$ cat config.mk
export PLATFORM = sky130hd
export DESIGN_NAME = fetch_stage
export DESIGN_NICKNAME = d
export VERILOG_FILES = /design/src/rtl/fetch_pkg.sv /design/src/rtl/fetch_queue.sv /design/src/rtl/fetch_stage.sv
export SDC_FILE = /design/constraint.sdc
export NUM_CORES = 1
export LEC_CHECK = 0
export CAP_MARGIN = 40
export CORE_MARGIN = 3
export CORE_UTILIZATION = 47
export DETAILED_ROUTE_END_ITERATION = 16
export HOLD_SLACK_MARGIN = 0.15
export PLACE_DENSITY = 0.83
export SYNTH_ARGS = -nofsm -noshare
export SYNTH_HDL_FRONTEND = slang
export SYNTH_HIERARCHICAL = 1
export SYNTH_SLANG_ARGS = --single-unit
$ cat constraint.sdc
create_clock -name CLK -period 8.5 [get_ports CLK]
set_input_delay 1.7 -clock CLK [delete_from_list [all_inputs] [get_ports CLK]]
set_output_delay 1.7 -clock CLK [all_outputs]
set_load 0.005 [all_outputs]
$ cat src/rtl/fetch_pkg.sv
// Shared types and constants for the IF stage: NOP encoding, FSM states, queue entry.
package fetch_pkg;

    localparam int XLEN = 32;
    localparam logic [XLEN-1:0] NOP_INSTR = 32'h0000_0013;

    // RUN: nothing outstanding; WAIT: granted, awaiting rvalid; DROP: outstanding response is wrong-path
    typedef enum logic [1:0] {
        ST_RUN  = 2'd0,
        ST_WAIT = 2'd1,
        ST_DROP = 2'd2
    } fetch_state_e;

    typedef struct packed {
        logic [XLEN-1:0] pc;
        logic [XLEN-1:0] instr;
    } fetch_entry_t;

    function automatic logic [XLEN-1:0] word_align(input logic [XLEN-1:0] a);
        return {a[XLEN-1:2], 2'b00};
    endfunction

endpackage

$ cat src/rtl/fetch_queue.sv
// Synchronous FIFO of {pc, instr} entries between fetch and ID; flush empties it in one cycle.
module fetch_queue
    import fetch_pkg::*;
#(
    parameter int QDEPTH = 2,
    localparam int AW = $clog2(QDEPTH),
    localparam int CW = AW + 1
) (
    input  logic         clk,
    input  logic         reset,
    input  logic         push,
    input  fetch_entry_t push_data,
    input  logic         pop,
    input  logic         flush,
    output fetch_entry_t head,
    output logic [CW-1:0] count
);

    fetch_entry_t mem [QDEPTH];
    logic [AW-1:0] rd_ptr;
    logic [AW-1:0] wr_ptr;

    // Storage array: plain registers, no reset needed since count gates visibility
    always_ff @(posedge clk) begin
        if (push && !flush && !reset)
            mem[wr_ptr] <= push_data;
    end

    // Pointers and occupancy; power-of-2 depth lets pointers wrap naturally
    always_ff @(posedge clk) begin
        if (reset || flush) begin
            rd_ptr <= '0;
            wr_ptr <= '0;
            count  <= '0;
        end else begin
            if (push) wr_ptr <= wr_ptr + 1'b1;
            if (pop)  rd_ptr <= rd_ptr + 1'b1;
            case ({push, pop})
                2'b10:   count <= count + 1'b1;
                2'b01:   count <= count - 1'b1;
                default: count <= count;
            endcase
        end
    end

    assign head = mem[rd_ptr];

endmodule

$ cat src/rtl/fetch_stage.sv
// IF stage: PC ownership, single-outstanding imem fetch FSM, redirect flush, queue to ID.
// Optional FETCH_PERF_CNT_EN adds perf_fetch_cnt / perf_drop_cnt outputs.
module fetch_stage
    import fetch_pkg::*;
#(
    parameter logic [31:0] RESET_PC = 32'h0000_0000,
    parameter int          QDEPTH   = 2
) (
    input  logic        CLK,
    input  logic        Reset,
    output logic        imem_req,
    output logic [31:0] imem_addr,
    input  logic        imem_gnt,
    input  logic        imem_rvalid,
    input  logic [31:0] imem_rdata,
    input  logic        Redirect,
    input  logic [31:0] Redirect_PC,
    input  logic        id_Ready,
    output logic        out_Valid,
    output logic [31:0] out_Instr,
    output logic [31:0] out_PC
`ifdef FETCH_PERF_CNT_EN
    ,
    output logic [31:0] perf_fetch_cnt,
    output logic [31:0] perf_drop_cnt
`endif
);

    localparam int CW = $clog2(QDEPTH) + 1;

    fetch_state_e  state, state_nxt;
    logic [31:0]   fetch_pc;
    logic [31:0]   inflight_pc;
    logic [CW-1:0] count;
    fetch_entry_t  head;
    fetch_entry_t  push_data;
    logic          push;
    logic          pop;
    logic          discard;
    logic          fire;

    // FSM state register
    always_ff @(posedge CLK) begin
        if (Reset) state <= ST_RUN;
        else       state <= state_nxt;
    end

    // Next state, request and response routing; a response arriving with Redirect is discarded
    always_comb begin
        state_nxt = state;
        imem_req  = 1'b0;
        push      = 1'b0;
        discard   = 1'b0;
        case (state)
            ST_RUN: begin
                imem_req = !Redirect && !Reset && (count < CW'(QDEPTH));
                if (imem_req && imem_gnt) state_nxt = ST_WAIT;
            end
            ST_WAIT: begin
                if (imem_rvalid) begin
                    push      = !Redirect;
                    discard   = Redirect;
                    state_nxt = ST_RUN;
                end else if (Redirect) begin
                    state_nxt = ST_DROP;
                end
            end
            ST_DROP: begin
                if (imem_rvalid) begin
                    discard   = 1'b1;
                    state_nxt = ST_RUN;
                end
            end
            default: state_nxt = ST_RUN;
        endcase
    end

    assign fire      = imem_req && imem_gnt;
    assign imem_addr = fetch_pc;
    assign pop       = out_Valid && id_Ready && !Redirect;

    // PC update: redirect wins over sequential advance
    always_ff @(posedge CLK) begin
        if (Reset) begin
            fetch_pc    <= RESET_PC;
            inflight_pc <= '0;
        end else if (Redirect) begin
            fetch_pc <= word_align(Redirect_PC);
        end else if (fire) begin
            inflight_pc <= fetch_pc;
            fetch_pc    <= fetch_pc + 32'd4;
        end
    end

    assign push_data = '{pc: inflight_pc, instr: imem_rdata};

    fetch_queue #(.QDEPTH(QDEPTH)) u_queue (
        .clk       (CLK),
        .reset     (Reset),
        .push      (push),
        .push_data (push_data),
        .pop       (pop),
        .flush     (Redirect),
        .head      (head),
        .count     (count)
    );

    assign out_Valid = (count != '0);
    assign out_Instr = out_Valid ? head.instr : NOP_INSTR;
    assign out_PC    = out_Valid ? head.pc    : 32'h0;

`ifdef FETCH_PERF_CNT_EN
    // Delivered instructions and wrong-path work (discarded responses plus flushed entries)
    always_ff @(posedge CLK) begin
        if (Reset) begin
            perf_fetch_cnt <= '0;
            perf_drop_cnt  <= '0;
        end else begin
            if (pop) perf_fetch_cnt <= perf_fetch_cnt + 32'd1;
            perf_drop_cnt <= perf_drop_cnt + 32'(discard) + (Redirect ? 32'(count) : 32'd0);
        end
    end
`endif

endmodule
# == Word level (Yosys, flattened, before mapping) ==
# Memories as Yosys holds them, arrays and structs flattened. A register that Yosys moved wholly into a read port is not among the register bits.
# Cells that the tools add are included.
# classes
addsub,5
order_cmp,1
eq_ne,7
n_mux,17
n_bitwise,1
reduce_logical,18
# ops
operator,n
2-to-1 mux 32 bit,4
adder 32 x 3 -> 32 bit (second input constant),1
logical AND 1 bit,8
2-to-1 mux 2 bit,4
2-to-1 mux 1 bit,7
one-hot mux 2 bit (3 select lines),1
nonzero test 2 bit,3
equality test 2 x 1 -> 1 bit (second input constant),2
equality test 2 bit (second input constant),2
inequality test 2 bit (second input constant),2
one-hot mux 2 bit (2 select lines),1
inequality test 3 bit (second input constant),1
AND reduction 3 bit,1
adder 1 bit (second input constant),2
adder 2 x 1 -> 2 bit (second input constant),1
logical NOT 1 bit,2
logical NOT 2 bit,1
< comparator 2 bit (second input constant),1
AND reduction 2 bit,1
OR reduction 2 bit,1
subtractor 2 x 1 -> 2 bit (second input constant),1
logical OR 1 bit,1
inverter 1 bit,1
# totals
reg_bits,70
ramBits,128
inputBits,70
mem_count,1
# memory_table
memory,words,width,read_ports,rd_ports_with_merged_regs,write_ports,line,source
u_queue.mem,2,64,1,1,1,fetch_queue.sv:19,fetch_entry_t mem [QDEPTH];

# == Depth between registers and ports, before layout ==
# logic_depth
word_depth,7
ltp_mapped,7

# == Hierarchy ==
# The synthesis kept the hierarchy.
# by_module_without_submodules
module,n_inst,cells_per_inst,area_each_um2,seq_area_each_um2
fetch_queue,1,220,4845.9,3943.8
fetch_stage,1,456,3428.3,1241.2

# == Least setup slack after synthesis ==
# No wires, ideal clock.
# synth_timing
path_type,input port to flip-flop
start,input Redirect
end,memory u_queue/mem[0][0] (netlist name) (enable)
setup_ps,644
t_arrival_ps,8582
required_time_ps,7856
setup_slack_ps,-726
cell_stages,4
n_path_buf,1
path_cell_list,clkbuf_1 > nor4bb_1 > inv_1 > nor4_1
# synth_via
elab_chain_cells,7
# synth_rtl
element,line,source
"start, declared",fetch_stage.sv:16,"input logic Redirect,"
logical NOT 1 bit,fetch_stage.sv:61,push = !Redirect;
2-to-1 mux 1 bit,fetch_stage.sv:60,if (imem_rvalid) begin
2-to-1 mux 1 bit,fetch_stage.sv:54,case (state)
via push,fetch_stage.sv:37,logic push;
logical AND 1 bit (2 in a row),fetch_queue.sv:25,if (push && !flush && !reset)
2-to-1 mux 1 bit,fetch_queue.sv:25,
2-to-1 mux 1 bit (not written as such),fetch_queue.sv:26,mem[wr_ptr] <= push_data;
"end, declared",fetch_queue.sv:19,
# The timed path passes the listed nets, and every way through them passes these cells.

# == Worst setup path in the final report ==
# layout_timing
start,input Redirect
end,output imem_req
# layout_via
elab_chain_cells,4
# layout_rtl
element,line,source
logical NOT 1 bit,fetch_stage.sv:56,imem_req = !Redirect && !Reset && (count < CW'(QDEPTH));
logical AND 1 bit (2 in a row),fetch_stage.sv:56,
2-to-1 mux 1 bit,fetch_stage.sv:54,
"end, declared",fetch_stage.sv:11,"output logic imem_req,"
# Every way passes these cells.

==> impl_metrics.json <==
{
  "numCtsBuffers": 17,
  "holdPathStages": 0,
  "regToRegEndpoint": "u_queue/mem[0][31]",
  "ant_nets": 0,
  "cts_tree": "yes",
  "clkSlewWorstSetupHoldPaths_ns": 0.07,
  "power_leakage_nw": 3.63,
  "place.gp.congestion": 0.938,
  "worst_slew_pin_slew_ns": 0.897,
  "antenna_cells": 0,
  "cts_resized": 0,
  "cts_buffer_depth": 2,
  "vias_per_cell": 5.45,
  "arrival_ns": 3.64,
  "vias": 5809,
  "synth-warning-count": 6,
  "synth_area_per_cell_um2": 12.2,
  "combPwrFrac_pct": 5.6,
  "power.switching_mw": 0.415,
  "p_int_mw": 1.48,
  "io_pins": 168,
  "cp.required_ns": 6.80,
  "synth_seq_area_share_pct": 62.7,
  "yosys-top-cells-count": "edfxtp_1, nand2_1, and2_1, dfxtp_1, mux2_2",
  "finalSetupViolCount": 0,
  "rr_worst_depth": 4,
  "grt_max_degree": 65,
  "synth_flop_cell": "edfxtp_1",
  "die_w_um": 139,
  "power_density_nw_per_um2": 177,
  "layout_setup_ws_ns": 3.16,
  "slowest_delay_ns": 0.56,
  "cts-hold-fix-buffers": 0,
  "ir_drop_v": 0.000141,
  "cts_root_buf": "clkbuf_16",
  "cts_sinks": 195,
  "min_from": "inflight_pc[26]",
  "cts_setup_buffers": 0,
  "fin_skew_ns": 0.00675,
  "layout-drive-gt1-share_pct": 13.6,
  "fp.dieH_um": 139,
  "final_util_pct": 63.3,
  "cp-start-kind": "input port",
  "clkPwrFrac_pct": 39.7,
  "maxCapViolations": 0,
  "status": "finished clean",
  "synthTopCellsByArea": "edfxtp_1, dfxtp_1, mux2_2",
  "grt_first_pass_wirelength_mm": 29.8,
  "switching_share_pct": 21.9,
  "grt_pass1_vias": 5730,
  "p_seq_share_pct": 54.8,
  "fmax_mhz": 187,
  "htreeDepth": 4,
  "wl_mm": 18.2,
  "drv_slew": 0,
  "hold_path_class": "flip-flop to flip-flop",
  "period_minus_slack_ns": 5.34,
  "path_common_cell": "clkdlybuf4s50_1",
  "initialDrtViolationCount": 391,
  "route.detailed.drc": 0,
  "end_kind": "output port",
  "synth_area_um2": 8270,
  "hold_viol": 0,
  "post-place-ws_ns": 3.15,
  "synth.distinct_cells": 53,
  "area_growth_pct": 29.1,
  "final_net_count": 905,
  "place.port_buffers": 163,
  "max_slew_margin_pct": 40.2,
  "hold_slack_ns": 0.449,
  "core_area_um2": 16900,
  "yosysTopAreaCell": "edfxtp_1",
  "antenna_found_initial": 0,
  "fin_tns_setup_ns": 0,
  "crit_fanout": 39,
  "cpMaxStageDelayCell": "clkdlybuf4s50_1",
  "rsz0062_at_grt": "false",
  "ys_async_sr_fraction_pct": 0,
  "dieArea_um2": 19200,
  "start_util_pct": 49.0,
  "overflow": 0,
  "dp.final_hpwl_mm": 12.2,
  "firstDrtPassIters": 5,
  "ff2ff_setup_slack_ns": 5.95,
  "syn_inst": 676,
  "grtUsageTotal_pct": 19.2,
  "min_period_over_period_pct": 62.8,
  "nFillCells": 1315,
  "synth-seq-cells": 195,
  "rows": 47,
  "reg2reg_from": "state[0]",
  "clock_latency_ns": 0.42,
  "synth-edff-count": 128,
  "cp_cell_sequence": "clkdlybuf4s50_1 > buf_4 > or2_1 > nor4_1 > clkdlybuf4s50_1",
  "synth.most_common_cell": "edfxtp_1",
  "critPathKind": "input port to output port",
  "min_delay_worst_endpoint": "u_queue/mem[0][58]",
  "synth.top_cell.area_share_pct": 46.5,
  "wl_per_cell_um": 17.1
}
final cells by class:
class | instances | area, um^2 | area share, %
flip-flops and latches | 195 | 5190 | 48.5
multi-input cells | 439 | 2890 | 27.1
repair buffers | 172 | 1730 | 16.2
clock buffers | 19 | 453 | 4.24
well taps | 220 | 275 | 2.58
clock inverters | 13 | 111 | 1.04
inverters | 8 | 30.0 | 0.281
through the flow:
stage	instance area, um^2	total power, mW	std cells
after CTS	10700	1.91	1066
after floorplan	8300	1.09	681
after detailed placement	10100	1.16	1034
after global placement	10100	1.16	1032
after global routing	10700	1.97	1066
final	10700	1.89	1066
placed cells by master (no fill, tap or decap), types with 3 or more instances in the layout:
master | netlist | final
mux2_2 | 64 | 64
o211ai_1 | 7 | 7
o311ai_0 | 4 | 4
xnor2_1 | 3 | 3
o21ai_0 | 8 | 8
nor2_1 | 14 | 13
edfxtp_1 | 128 | 128
nor4_1 | 7 | 6
inv_6 | 0 | 5
dfxtp_1 | 67 | 66
buf_4 | 3 | 7
a211oi_1 | 3 | 3
a21oi_1 | 39 | 39
a31oi_1 | 19 | 19
nand4_1 | 13 | 13
nor2b_1 | 3 | 3
nand2b_1 | 3 | 3
clkbuf_16 | 0 | 17
o31ai_1 | 3 | 3
inv_1 | 8 | 8
nand2_1 | 87 | 87
or4_1 | 10 | 10
or3_1 | 11 | 11
clkdlybuf4s50_1 | 0 | 162
inv_8 | 0 | 3
a311oi_1 | 4 | 4
and3_1 | 8 | 7
and2_1 | 67 | 67
nand3_1 | 9 | 9
and4_1 | 6 | 6
nor3_1 | 13 | 13
a41oi_1 | 3 | 3
conb_1 | 1 | 6
logic make-up after synthesis:
logic type / count (synthesis) / synth area share [%]
compound gates: 101 / 7.80
buf+inv: 47 / 2.83
xor+xnor: 5 / 0.529
simple gates: 259 / 16.9
mux: 66 / 8.95
other cells: 1 / 0.0453
fa+ha+maj: 2 / 0.302
flops: 195 / 62.7
metal layers:
layer	global-route usage, %	vias to the layer above	routed length [um]
li1	-	2825	-
met1	26.8	2726	8370
met2	30.1	243	8400
met3	4.52	15	1240
met4	5.46	0	203
met5	0	-	0
state kept, by name, summed over array words and instances, names as in the netlist, named ones only:
name,flops
inflight_pc,30
u_queue/rd_ptr,1
u_queue/wr_ptr,1
u_queue/count,2
u_queue/mem,128
imem_addr,30
state,2
worst max-delay path: cells and delay by family:
family        cells  cell delay [ns]
simple gates      2             0.72
buf+inv           3             1.21
power groups by stage:
stage	Sequential, mW	Clock, mW	Combinational, mW
global route	1.04	0.817	0.114
finish	1.04	0.751	0.105
detailed placement	1.06	0	0.104
global placement	1.06	0	0.101
CTS	1.04	0.771	0.105
floorplan	1.05	0	0.0389
worst max path at each step:
stage,to,startpoint,slack (ns),cells past startpoint
6_report,imem_req,Redirect,3.16,5
5_1_grt,imem_req,Redirect,3.04,5
4_1_cts,imem_req,Redirect,3.15,5
3_5_place_dp,imem_req,Redirect,3.15,5
3_3_place_gp,imem_req,Redirect,3.16,5
2_1_floorplan,u_queue/mem[0][0],Redirect,1.97,4
Note: power is estimated with default switching activity, not from simulation.
